===== config.mk =====
export PLATFORM = sky130hd
export DESIGN_NAME = eq_buff_reader_demap_flat
export DESIGN_NICKNAME = d
export VERILOG_FILES = /design/src/rtl/eq_buff_reader_demap_if.sv /design/src/rtl/eq_buff_reader_demap.sv /design/src/flat_wrapper.sv
export SDC_FILE = /design/constraint.sdc
export NUM_CORES = 1
export LEC_CHECK = 0
export CORE_ASPECT_RATIO = 1.25
export CORE_MARGIN = 1
export CORE_UTILIZATION = 57
export DETAILED_ROUTE_END_ITERATION = 10
export PLACE_DENSITY = 0.76
export SYNTH_ARGS = -nofsm -noshare
export SYNTH_HDL_FRONTEND = slang
export SYNTH_SLANG_ARGS = --single-unit

===== constraint.sdc =====
create_clock -name clk -period 3.05 [get_ports clk]
set_input_delay 0.61 -clock clk [delete_from_list [all_inputs] [get_ports clk]]
set_output_delay 0.61 -clock clk [all_outputs]
set_load 0.01 [all_outputs]

===== src/rtl/eq_buff_reader_demap_if.sv =====
// Bus between the equalizer output buffer, the QPSK demap reader and the byte sink.
// The master modport is the reader; the slave modport is the buffer and sink side.
interface eq_buff_reader_demap_if;
   logic        out_buff_full;
   logic [15:0] din;
   logic [7:0]  read_ptr;
   logic        tx_done;
   logic [7:0]  m_data;
   logic        m_valid;
   logic        m_ready;

   modport master (
      input  out_buff_full, din, m_ready,
      output read_ptr, tx_done, m_data, m_valid
   );

   modport slave (
      output out_buff_full, din, m_ready,
      input  read_ptr, tx_done, m_data, m_valid
   );
endinterface


===== src/rtl/eq_buff_reader_demap.sv =====
// Reads one equalized burst, hard-demaps QPSK to bytes and streams them out through a small FIFO.
// Optional descrambling: define DEMAP_DESCRAMBLE_EN to XOR each byte with PRBS x^7+x^4+1.
module eq_buff_reader_demap #(
   parameter int N_SC       = 28,
   parameter int N_SYM      = 8,
   parameter int RD_LAT     = 3,
   parameter int FIFO_DEPTH = 4
) (
   input logic                   clk,
   input logic                   rst_n,
   eq_buff_reader_demap_if.master bus
);

   localparam int TOTAL = N_SC * N_SYM;
   localparam int CW    = $clog2(TOTAL + 1);
   localparam int AW    = (FIFO_DEPTH > 1) ? $clog2(FIFO_DEPTH) : 1;
   localparam int FCW   = AW + 1;

   typedef enum logic [1:0] {IDLE, READ, DRAIN, DONE} state_t;

   state_t            state, state_nxt;
   logic [CW-1:0]     rd_cnt;
   logic [7:0]        ptr_q;
   logic [RD_LAT-1:0] vld_sr;
   logic [1:0]        cap_cnt;
   logic [7:0]        pack;
   logic              pend_valid;
   logic [7:0]        pend_byte;
   logic [FCW-1:0]    fifo_count;
   logic [FCW-1:0]    in_flight;
   logic [7:0]        fifo_mem [FIFO_DEPTH];
   logic [AW-1:0]     wr_idx, rd_idx;
   logic              ignore_full;

   logic              start, issue, grp_start, group_ok, last_issue;
   logic              capture, push, pop, drained;
   logic [7:0]        cap_byte, push_byte;
   logic              unused_din_bits;

   assign unused_din_bits = ^{bus.din[14:8], bus.din[6:0]};

   // A new group of four addresses may start only when its byte is guaranteed a FIFO slot.
   always_comb begin
      start      = (state == IDLE) && bus.out_buff_full && !ignore_full;
      group_ok   = ({1'b0, fifo_count} + {1'b0, in_flight}) < (FCW + 1)'(FIFO_DEPTH);
      issue      = (state == READ) && ((rd_cnt[1:0] != 2'b00) || group_ok);
      grp_start  = issue && (rd_cnt[1:0] == 2'b00);
      last_issue = issue && (rd_cnt == CW'(TOTAL - 1));
      capture    = vld_sr[RD_LAT-1];
      push       = pend_valid;
      pop        = bus.m_valid && bus.m_ready;
      drained    = (vld_sr == '0) && !pend_valid && (fifo_count == '0) && (in_flight == '0);
      cap_byte   = pack;
      cap_byte[{cap_cnt, 1'b0} +: 2] = {bus.din[15], bus.din[7]};
   end

   always_comb begin
      state_nxt = state;
      case (state)
         IDLE:  if (start) state_nxt = READ;
         READ:  if (last_issue) state_nxt = DRAIN;
         DRAIN: if (drained) state_nxt = DONE;
         DONE:  state_nxt = IDLE;
         default: state_nxt = IDLE;
      endcase
   end

   always_ff @(posedge clk or negedge rst_n) begin
      if (!rst_n) state <= IDLE;
      else        state <= state_nxt;
   end

`ifdef DEMAP_DESCRAMBLE_EN
   logic [6:0] prbs, prbs_nxt;
   logic [7:0] scr_bits;

   // Eight PRBS steps per byte; the first generated bit lands in the byte LSB.
   always_comb begin
      prbs_nxt = prbs;
      scr_bits = '0;
      for (int i = 0; i < 8; i++) begin
         scr_bits[i] = prbs_nxt[6] ^ prbs_nxt[3];
         prbs_nxt    = {prbs_nxt[5:0], scr_bits[i]};
      end
   end

   always_ff @(posedge clk or negedge rst_n) begin
      if (!rst_n)     prbs <= 7'h7F;
      else if (start) prbs <= 7'h7F;
      else if (push)  prbs <= prbs_nxt;
   end

   assign push_byte = pend_byte ^ scr_bits;
`else
   assign push_byte = pend_byte;
`endif

   always_ff @(posedge clk or negedge rst_n) begin
      if (!rst_n) begin
         rd_cnt      <= '0;
         ptr_q       <= '0;
         vld_sr      <= '0;
         cap_cnt     <= '0;
         pack        <= '0;
         pend_valid  <= 1'b0;
         pend_byte   <= '0;
         in_flight   <= '0;
         ignore_full <= 1'b0;
      end else begin
         ignore_full <= (state == DONE);
         vld_sr      <= (vld_sr << 1) | RD_LAT'(issue);
         pend_valid  <= capture && (cap_cnt == 2'd3);
         if (start) begin
            rd_cnt  <= '0;
            cap_cnt <= '0;
            pack    <= '0;
         end
         if (issue) begin
            ptr_q  <= 8'(rd_cnt);
            rd_cnt <= rd_cnt + 1'b1;
         end
         if (capture) begin
            cap_cnt <= cap_cnt + 1'b1;
            if (cap_cnt == 2'd3) begin
               pack      <= '0;
               pend_byte <= cap_byte;
            end else begin
               pack <= cap_byte;
            end
         end
         // Bytes in flight are counted from group start until their FIFO push.
         case ({grp_start, push})
            2'b10:   in_flight <= in_flight + 1'b1;
            2'b01:   in_flight <= in_flight - 1'b1;
            default: in_flight <= in_flight;
         endcase
      end
   end

   always_ff @(posedge clk or negedge rst_n) begin
      if (!rst_n) begin
         for (int i = 0; i < FIFO_DEPTH; i++) fifo_mem[i] <= '0;
         wr_idx     <= '0;
         rd_idx     <= '0;
         fifo_count <= '0;
      end else begin
         if (push) begin
            fifo_mem[wr_idx] <= push_byte;
            wr_idx           <= wr_idx + 1'b1;
         end
         if (pop) rd_idx <= rd_idx + 1'b1;
         if (push && !pop)      fifo_count <= fifo_count + 1'b1;
         else if (!push && pop) fifo_count <= fifo_count - 1'b1;
      end
   end

   assign bus.read_ptr = ptr_q;
   assign bus.tx_done  = (state == DONE);
   assign bus.m_valid  = (fifo_count != '0);
   assign bus.m_data   = fifo_mem[rd_idx];

endmodule


===== src/flat_wrapper.sv =====
// flat-port wrapper written by rule: the top's interface ports become plain ports
module eq_buff_reader_demap_flat 
#(
   parameter int N_SC       = 28,
   parameter int N_SYM      = 8,
   parameter int RD_LAT     = 3,
   parameter int FIFO_DEPTH = 4
)
  (clk, rst_n, bus_out_buff_full, bus_din, bus_m_ready, bus_read_ptr, bus_tx_done, bus_m_data, bus_m_valid);
  eq_buff_reader_demap_if bus_i ();
  input logic clk;
  input logic rst_n;
  input wire logic [$bits(bus_i.out_buff_full)-1:0] bus_out_buff_full;
  input wire logic [$bits(bus_i.din)-1:0] bus_din;
  input wire logic [$bits(bus_i.m_ready)-1:0] bus_m_ready;
  output wire logic [$bits(bus_i.read_ptr)-1:0] bus_read_ptr;
  output wire logic [$bits(bus_i.tx_done)-1:0] bus_tx_done;
  output wire logic [$bits(bus_i.m_data)-1:0] bus_m_data;
  output wire logic [$bits(bus_i.m_valid)-1:0] bus_m_valid;
  assign bus_i.out_buff_full = bus_out_buff_full;
  assign bus_i.din = bus_din;
  assign bus_i.m_ready = bus_m_ready;
  assign bus_read_ptr = bus_i.read_ptr;
  assign bus_tx_done = bus_i.tx_done;
  assign bus_m_data = bus_i.m_data;
  assign bus_m_valid = bus_i.m_valid;
  eq_buff_reader_demap #(.N_SC(N_SC), .N_SYM(N_SYM), .RD_LAT(RD_LAT), .FIFO_DEPTH(FIFO_DEPTH)) u_core (.clk(clk), .rst_n(rst_n), .bus(bus_i));
endmodule

==> results of run 1 <==
-- cell usage in the layout, fill, tap and decap left out, types with 3 or more instances in the layout --
cell type and count:
a21oi_1 11, a31oi_1 8, a41oi_1 4, buf_4 3
clkbuf_8 9, clkdlybuf4s50_1 22, dfrtp_1 83, ha_1 21
inv_1 13, inv_6 4, mux2_2 34, mux4_2 8
nand2_1 46, nand3_1 4, nor2_1 17, nor2b_1 9
nor3_1 3, o21ai_0 10, o21ai_1 5, or3_1 3
xnor2_1 4, xor2_1 5
-- flip-flops by register name, indices dropped and copies added, names as in the netlist --
register and cells:
u_core.state 2, u_core.pack 8, u_core.cap_cnt 2, u_core.ignore_full 1, u_core.wr_idx 2, u_core.rd_cnt 8
u_core.rd_idx 2, u_core.pend_valid 1, u_core.fifo_mem 32, u_core.fifo_count 3, u_core.pend_byte 8, u_core.bus.read_ptr 8
u_core.in_flight 3, u_core.vld_sr 3
-- critical path: stages (launching register included) --
cell and delay (ps):
dfrtp_1 690, mux4_2 580, clkdlybuf4s50_1 490
-- kinds of logic (layout without fill, tap and decap cells) --
kind of cell,Yosys count,after routing,synth area share [%]
multiplexers,44,44,15.1
AND/OR/NAND/NOR,93,93,10.9
buffers and inverters,21,55,2.11
XOR/XNOR,9,9,2.04
AO/OA/AOI/OAI,47,47,8.16
adder cells (fa/ha/maj),23,23,7.84
flip-flops,83,83,53.8
-- cell type report --
class / count / share of cell area, %
clock buffers: 9 / 2.84
clock inverters: 7 / 1.35
inverters: 14 / 1.20
multi-input cells: 216 / 39.0
flip-flops and latches: 83 / 47.6
well taps: 87 / 2.49
repair buffers: 25 / 5.56
-- layer usage --
metal	global-route usage, %	vias up	wire [um]
met5	0	-	0
met4	6.79	0	100
met3	5.36	14	175
met2	35.4	38	3380
met1	28.8	1181	3060
li1	-	1179	-
-- final timing paths --
| path | startpoint | to | cells past startpoint |
|---|---|---|---|
| setup reg to reg | u_core.in_flight[1] | u_core.in_flight[1] | 10 |
| hold reg to reg | u_core.vld_sr[1] | u_core.vld_sr[2] | 0 |
| hold / removal | u_core.vld_sr[1] | u_core.vld_sr[2] | 0 |
| max in group asynchronous | rst_n | u_core.fifo_mem[23] | 1 |
| setup / recovery | u_core.rd_idx[0] | bus_m_data[2] | 2 |
| min in group asynchronous | rst_n | u_core.fifo_count[1] | 1 |
-- through the flow --
| step | setup slack, ps | hold slack, ps | util (%) | instance area [um2] |
|---|---|---|---|---|
| detailed placement | 495 | 374 | 63.8 | 4190 |
| floorplan | 597 | 314 | - | 3860 |
| global placement | 573 | 366 | 63.8 | 4190 |
| global route | 180 | 412 | 66.5 | 4370 |
| CTS | 271 | 389 | 66.5 | 4370 |
| finish | 331 | 386 | 66.5 | 4370 |
-- power groups by stage --
stage | Clock [mW] | Combinational (mW) | Sequential, mW
after CTS | 0.755 | 1.83 | 1.99
final | 0.736 | 1.81 | 1.98
after detailed placement | 0 | 1.83 | 2.01
after global routing | 0.801 | 2.04 | 2.06
after global placement | 0 | 1.74 | 1.98
after floorplan | 0 | 1.33 | 1.84
==> flow_summary.ini, run 1 <==
[outcome]
status = finished clean

[clock_tree]
clkSinkCount = 83
cts_setup_buffers = 0
hold_buffers = 0
clk_pin_slew_ps = 90
cts_buffer_depth = 2
numCtsBuffers = 9
root_buffer = clkbuf_8
clkLatencyLatePin_ps = 350
cts_tree = yes
cts-htree-levels = 3
ctsResizeCount = 0

[sta]
slew_headroom_pct = 31.9
finalSetupViolCount = 0
setup_tns_ps = 0
finalCritPeriodShare_pct = 89.1
maxSlewViolCount = 0
min_period_ps = 2720
fmax_ghz = 0.368
rsz0062_at_grt = no
skew_ps = 9.81
worstMarginPinSlew_ps = 1020
hold_violations = 0

[cells_and_area]
nets = 392
layout-drive-gt1-share_pct = 18.9
diodes = 0
multi_input_area_um2 = 1700
syn2layout_area_growth_pct = 13.1
regArea_um2 = 2080
fillers = 502
layoutNonFillerInstCount = 441

[setup_path]
critPathMaxFanout = 9
required_ps = 2440
end_kind = output port
rrSetupSlack_ps = 500
crit_arrival_ps = 2110
start_kind = flip-flop
criticalPathCategory = flip-flop to output port

[drt]
wl_per_cell_um = 15.2
drt-pass1-iter-count = 4
ant_nets = 0
vias_per_cell = 5.47
dr_total_vias = 2412
wirelength_um = 6720
drc = 0
drt_iter0_drc = 111

[synthesis]
syn_area_um2 = 3860
synth_edf_count = 0
synth_most_common_cell = dfrtp_1
synth-seq-cells = 83
syn_nets = 363
synth_commonest_cells = 83 x dfrtp_1, 46 x nand2_1, 34 x mux2_2
yosys_warnings = 0
postSynthAreaPerCell_um2 = 12.1
async_flop_share_pct = 100
synth_top_area_cell = dfrtp_1
synth_top_area_share_pct = 53.8
synth_flop_cell = dfrtp_1
seq_area_frac_synth_pct = 53.8
yosys-top-cells-area = dfrtp_1 54%, mux2_2 9.9%, ha_1 6.8%
ys_types = 40
synthCells = 320

[power_and_ir_drop]
p_int_mw = 2.87
p_switching_mw = 1.65
finalPower_mw = 4.52
vdd_drop_max_uv = 518
swShare_pct = 36.5
power.leakage_nw = 1.97
power_density_nw_per_um2 = 1040
p_seq_share_pct = 43.8
combinationalPowerShare_pct = 39.9
clockPowerShare_pct = 16.3

[global_routing]
grt_overflow = 0
antenna_found_initial = 0
grt_max_degree = 84
grt_pass1_vias = 2416
grt_pass1_wl_um = 11600
grt_usage_pct = 21.9

[placement]
hpwl_um = 4690
dp.cells = 425
place.gp.congestion = 0.784
portBuffers = 23

[hold_path]
min_path_type = flip-flop to flip-flop

[die]
die_h_um = 94.0
core_area_um2 = 6570
start_util_pct = 58.8
die_x_um = 75.6
rows = 33
die_area_um2 = 7110
ios = 38

[flow_run]
maxCapViolations = 0
Power figures use the tool's default switching activity.
==> run 2: changes to the inputs <==
Settings changed: CORE_ASPECT_RATIO 1.25 to default.
==> flow_summary.ini, run 2 (synthesized netlist as in run 1, its figures left out) <==
[sta]
min_period_ps = 2790
finalSetupViolCount = 0
fmax_ghz = 0.358
rsz0062_at_grt = no
hold_violations = 0
slew_headroom_pct = 33.0
worstMarginPinSlew_ps = 1010
maxSlewViolCount = 0
setup_tns_ps = 0
finalCritPeriodShare_pct = 91.6
skew_ps = 9.90

[power_and_ir_drop]
vdd_drop_max_uv = 436
finalPower_mw = 4.75
combinationalPowerShare_pct = 37.8
power_density_nw_per_um2 = 1080
clockPowerShare_pct = 20.3
p_seq_share_pct = 41.9
p_int_mw = 3.10
p_switching_mw = 1.65
power.leakage_nw = 2.00
swShare_pct = 34.7

[clock_tree]
clkSinkCount = 83
root_buffer = clkbuf_8
clkLatencyLatePin_ps = 360
clk_pin_slew_ps = 90
ctsResizeCount = 0
cts-htree-levels = 3
cts_tree = yes
numCtsBuffers = 9
cts_buffer_depth = 2
hold_buffers = 0
cts_setup_buffers = 0

[setup_path]
rrSetupSlack_ps = 410
required_ps = 2440
crit_arrival_ps = 2180
criticalPathCategory = flip-flop to output port
end_kind = output port
start_kind = flip-flop
critPathMaxFanout = 10

[cells_and_area]
fillers = 494
layout-drive-gt1-share_pct = 18.7
diodes = 0
largest_register_ffs = 32
most-common-layout-cells = 83 x dfrtp_1, 46 x nand2_1, 34 x mux2_2
syn2layout_area_growth_pct = 14.3
mostFrequentLayoutCell = dfrtp_1
largest_register = u_core.fifo_mem
nets = 391

[die]
die_h_um = 84.3
die_x_um = 84.3
ios = 38
rows = 29
core_area_um2 = 6460
die_area_um2 = 7110
start_util_pct = 59.8

[flow_run]
maxCapViolations = 0

[placement]
place.gp.congestion = 0.816
hpwl_um = 4470
portBuffers = 23

[drt]
wirelength_um = 6700
dr_total_vias = 2418
drt-pass1-iter-count = 5
drt_iter0_drc = 107
wl_per_cell_um = 15.6
ant_nets = 0
vias_per_cell = 5.62
drc = 0

[global_routing]
grt_usage_pct = 21.3
grt_pass1_wl_um = 11500
grt_overflow = 0
grt_pass1_vias = 2386
antenna_found_initial = 0
grt_max_degree = 84

[hold_path]
min_path_type = flip-flop to flip-flop

[outcome]
status = finished clean
[run 2: cell types whose count changed in the layout (fill, tap and decap cells not counted), sizes merged]
cell	before	now
bufinv	0	3
inv	18	15
buf	3	2
[run 2: power groups by stage]
stage / clock, mW / combinational (mW) / sequential, mW
after global routing: 1.03 / 1.98 / 2.07
after detailed placement: 0 / 1.79 / 2.01
after CTS: 0.990 / 1.81 / 2.00
after global placement: 0 / 1.73 / 1.99
final: 0.964 / 1.79 / 1.99
after floorplan: 0 / 1.33 / 1.84
[run 2: layout make-up]
| cell class | count | area (um2) | area share [%] |
|---|---|---|---|
| multi-input cells | 216 | 1700 | 38.6 |
| repair buffers | 24 | 235 | 5.33 |
| flip-flops and latches | 83 | 2080 | 47.1 |
| clock buffers | 9 | 124 | 2.81 |
| well taps | 77 | 96.3 | 2.18 |
| clock inverters | 7 | 125 | 2.83 |
| inverters | 14 | 52.6 | 1.19 |
[run 2: per-layer routing]
layer  share of wire [%]  track usage (%)
met4                 1.9             10.3
met2                  48             33.6
met1                  48             29.3
met3                 2.7             3.54
met5                   0                0
[run 2: stage by stage]
stage               hold slack, ps  utilization [%]  instances  cell area, um2  setup WS, ps
CTS                            389             68.3        430            4410           215
global route                   394             68.3        430            4410           137
detailed placement             369             64.5        414            4170           485
floorplan                      314                -        320            3860           597
global placement               365             64.5        414            4170           546
finish                         382             68.3        430            4410           256
[run 2: worst max-delay path: stages (launching register included)]
cell and delay (ps):
dfrtp_1 740, mux4_2 590, clkdlybuf4s50_1 490
[run 2: path summary, 6_finish.rpt]
path,startpoint,to,cells past startpoint
worst min register to register,u_core.vld_sr[0],u_core.vld_sr[1],0
min in group asynchronous,rst_n,u_core.rd_idx[1],1
max in group asynchronous,rst_n,u_core.cap_cnt[1],1
worst min-delay path,u_core.vld_sr[0],u_core.vld_sr[1],0
worst max register to register,u_core.in_flight[1],u_core.in_flight[1],10
worst max-delay path,u_core.rd_idx[0],bus_m_data[3],2
==> run 3: changes to the inputs <==
Settings changed: CAP_MARGIN from default to 0, CORE_UTILIZATION 57 to 60, CTS_CLUSTER_DIAMETER from default to 200, DONT_BUFFER_PORTS from default to 1, PLACE_DENSITY 0.76 to 0.72.
==> flow_summary.ini, run 3 (synthesized netlist as in run 1, its figures left out) <==
[outcome]
status = finished clean

[cells_and_area]
regArea_um2 = 2080
largest_register_ffs = 32
diodes = 0
layoutNonFillerInstCount = 406
multi_input_area_um2 = 1700
syn2layout_area_growth_pct = 7.58
layout-drive-gt1-share_pct = 19.9
mostFrequentLayoutCell = dfrtp_1
fillers = 442
most-common-layout-cells = 83 x dfrtp_1, 46 x nand2_1, 34 x mux2_2
nets = 369
largest_register = u_core.fifo_mem

[global_routing]
grt_max_degree = 84
grt_pass1_vias = 2291
use_met1_pct = 32.0
grt_usage_pct = 22.0
grt_pass1_wl_um = 10900
antenna_found_initial = 0
grt_overflow = 0
busiest_layer = met2
use_met2_pct = 32.5
grtUsageMet3_pct = 4.18

[placement]
place.gp.congestion = 0.794
portBuffers = 0
dp.cells = 389
hpwl_um = 4420

[sta]
min_period_ps = 2550
maxSlewViolCount = 0
hold_violations = 0
hold-worst-slack_ps = 155
slew_headroom_pct = 59.3
finalSetupViolCount = 0
rsz0062_at_grt = no
finalCritPeriodShare_pct = 83.6
skew_ps = 9.96
fmax_ghz = 0.392
worstMarginPinSlew_ps = 611
setup_tns_ps = 0

[setup_path]
crit_arrival_ps = 2790
endpoint = u_core.in_flight[2]
criticalPathCategory = flip-flop to flip-flop
required_ps = 3290
rrSetupSlack_ps = 500
worstReg2RegEnd = u_core.in_flight[2]
critPathMaxFanout = 16
end_kind = flip-flop
reg2regPathDepth = 12
cp-startpoint = u_core.in_flight[1]
start_kind = flip-flop
r2r-start = u_core.in_flight[1]

[clock_tree]
cts_tree = yes
clk_pin_slew_ps = 90
cts-htree-levels = 3
clkLatencyLatePin_ps = 350
numCtsBuffers = 9
cts_buffer_depth = 2
cts_setup_buffers = 0
clkSinkCount = 83
root_buffer = clkbuf_8
hold_buffers = 1
ctsResizeCount = 0

[power_and_ir_drop]
combinationalPowerShare_pct = 35.2
power_density_nw_per_um2 = 1030
vdd_drop_max_uv = 561
p_switching_mw = 1.58
clockPowerShare_pct = 17.8
swShare_pct = 36.9
p_seq_share_pct = 47.0
power.leakage_nw = 1.90
p_int_mw = 2.69

[die]
ios = 38
die_h_um = 82.2
rows = 28
start_util_pct = 63.7
die_area_um2 = 6760
core_area_um2 = 6060
die_x_um = 82.2

[drt]
dr_total_vias = 2301
drt_iter0_drc = 87
drt-pass1-iter-count = 6
wirelength_um = 6490
vias_per_cell = 5.67
ant_nets = 0
drc = 0
wl_per_cell_um = 16.0

[flow_run]
maxCapViolations = 0

[hold_path]
min_path_type = input port to async pin
[run 3: cell count changes in the layout (fill, tap and decap cells not counted)]
| cell | previous run | this run |
|---|---|---|
| buf_16 | 0 | 1 |
| buf_4 | 2 | 1 |
| clkinv_2 | 0 | 3 |
| bufinv_16 | 3 | 1 |
| clkdlybuf4s50_1 | 22 | 0 |
| inv_8 | 1 | 0 |
[run 3: layout make-up]
cell class | count | share of cell area [%]
Multi-Input combinational cell | 216 | 41.0
Sequential cell | 83 | 50.0
Tap cell | 75 | 2.26
Inverter | 14 | 1.26
Timing Repair Buffer | 2 | 0.843
Clock buffer | 9 | 2.98
Clock inverter | 7 | 1.66
[run 3: worst min path at each step]
stage                                        end  slack, ps
after CTS                   u_core.fifo_count[0]        160
after global routing        u_core.fifo_count[2]        180
after global placement      u_core.fifo_count[0]        320
after detailed placement    u_core.fifo_count[0]        320
final                       u_core.fifo_count[0]        150
after floorplan           u_core.bus.read_ptr[0]        310
[run 3: routing by layer]
layer | share of wire, % | vias to the layer above
li1 | - | 1127
met1 | 52 | 1130
met2 | 43 | 35
met3 | 3.4 | 9
met4 | 1.3 | 0
met5 | 0 | -
[run 3: power groups by stage]
stage | Combinational (mW) | Clock (mW) | Sequential, mW
after global routing | 1.70 | 0.820 | 2.09
after CTS | 1.52 | 0.784 | 2.01
after detailed placement | 1.49 | 0 | 2.03
after floorplan | 1.33 | 0 | 1.84
after global placement | 1.43 | 0 | 2.01
final | 1.51 | 0.760 | 2.01
[run 3: through the flow]
step / utilization, % / cell area [um2] / setup WS [ps] / power [mW]
finish: 68.6 / 4160 / 500 / 4.27
detailed placement: 64.9 / 3940 / 501 / 3.52
global route: 68.6 / 4160 / 308 / 4.61
CTS: 68.6 / 4160 / 486 / 4.31
floorplan: - / 3860 / 597 / 3.17
global placement: 64.9 / 3940 / 559 / 3.44
[run 3: critical path: stages, from the launching register on]
cell	delay, ps
dfrtp_1	420
ha_1	300
and3_4	160
o41ai_4	310
nand2_1	140
inv_2	210
nand2_1	90
ha_1	210
inv_1	70
fa_1	170
xor2_1	150
nor2_1	70
xor2_1	140
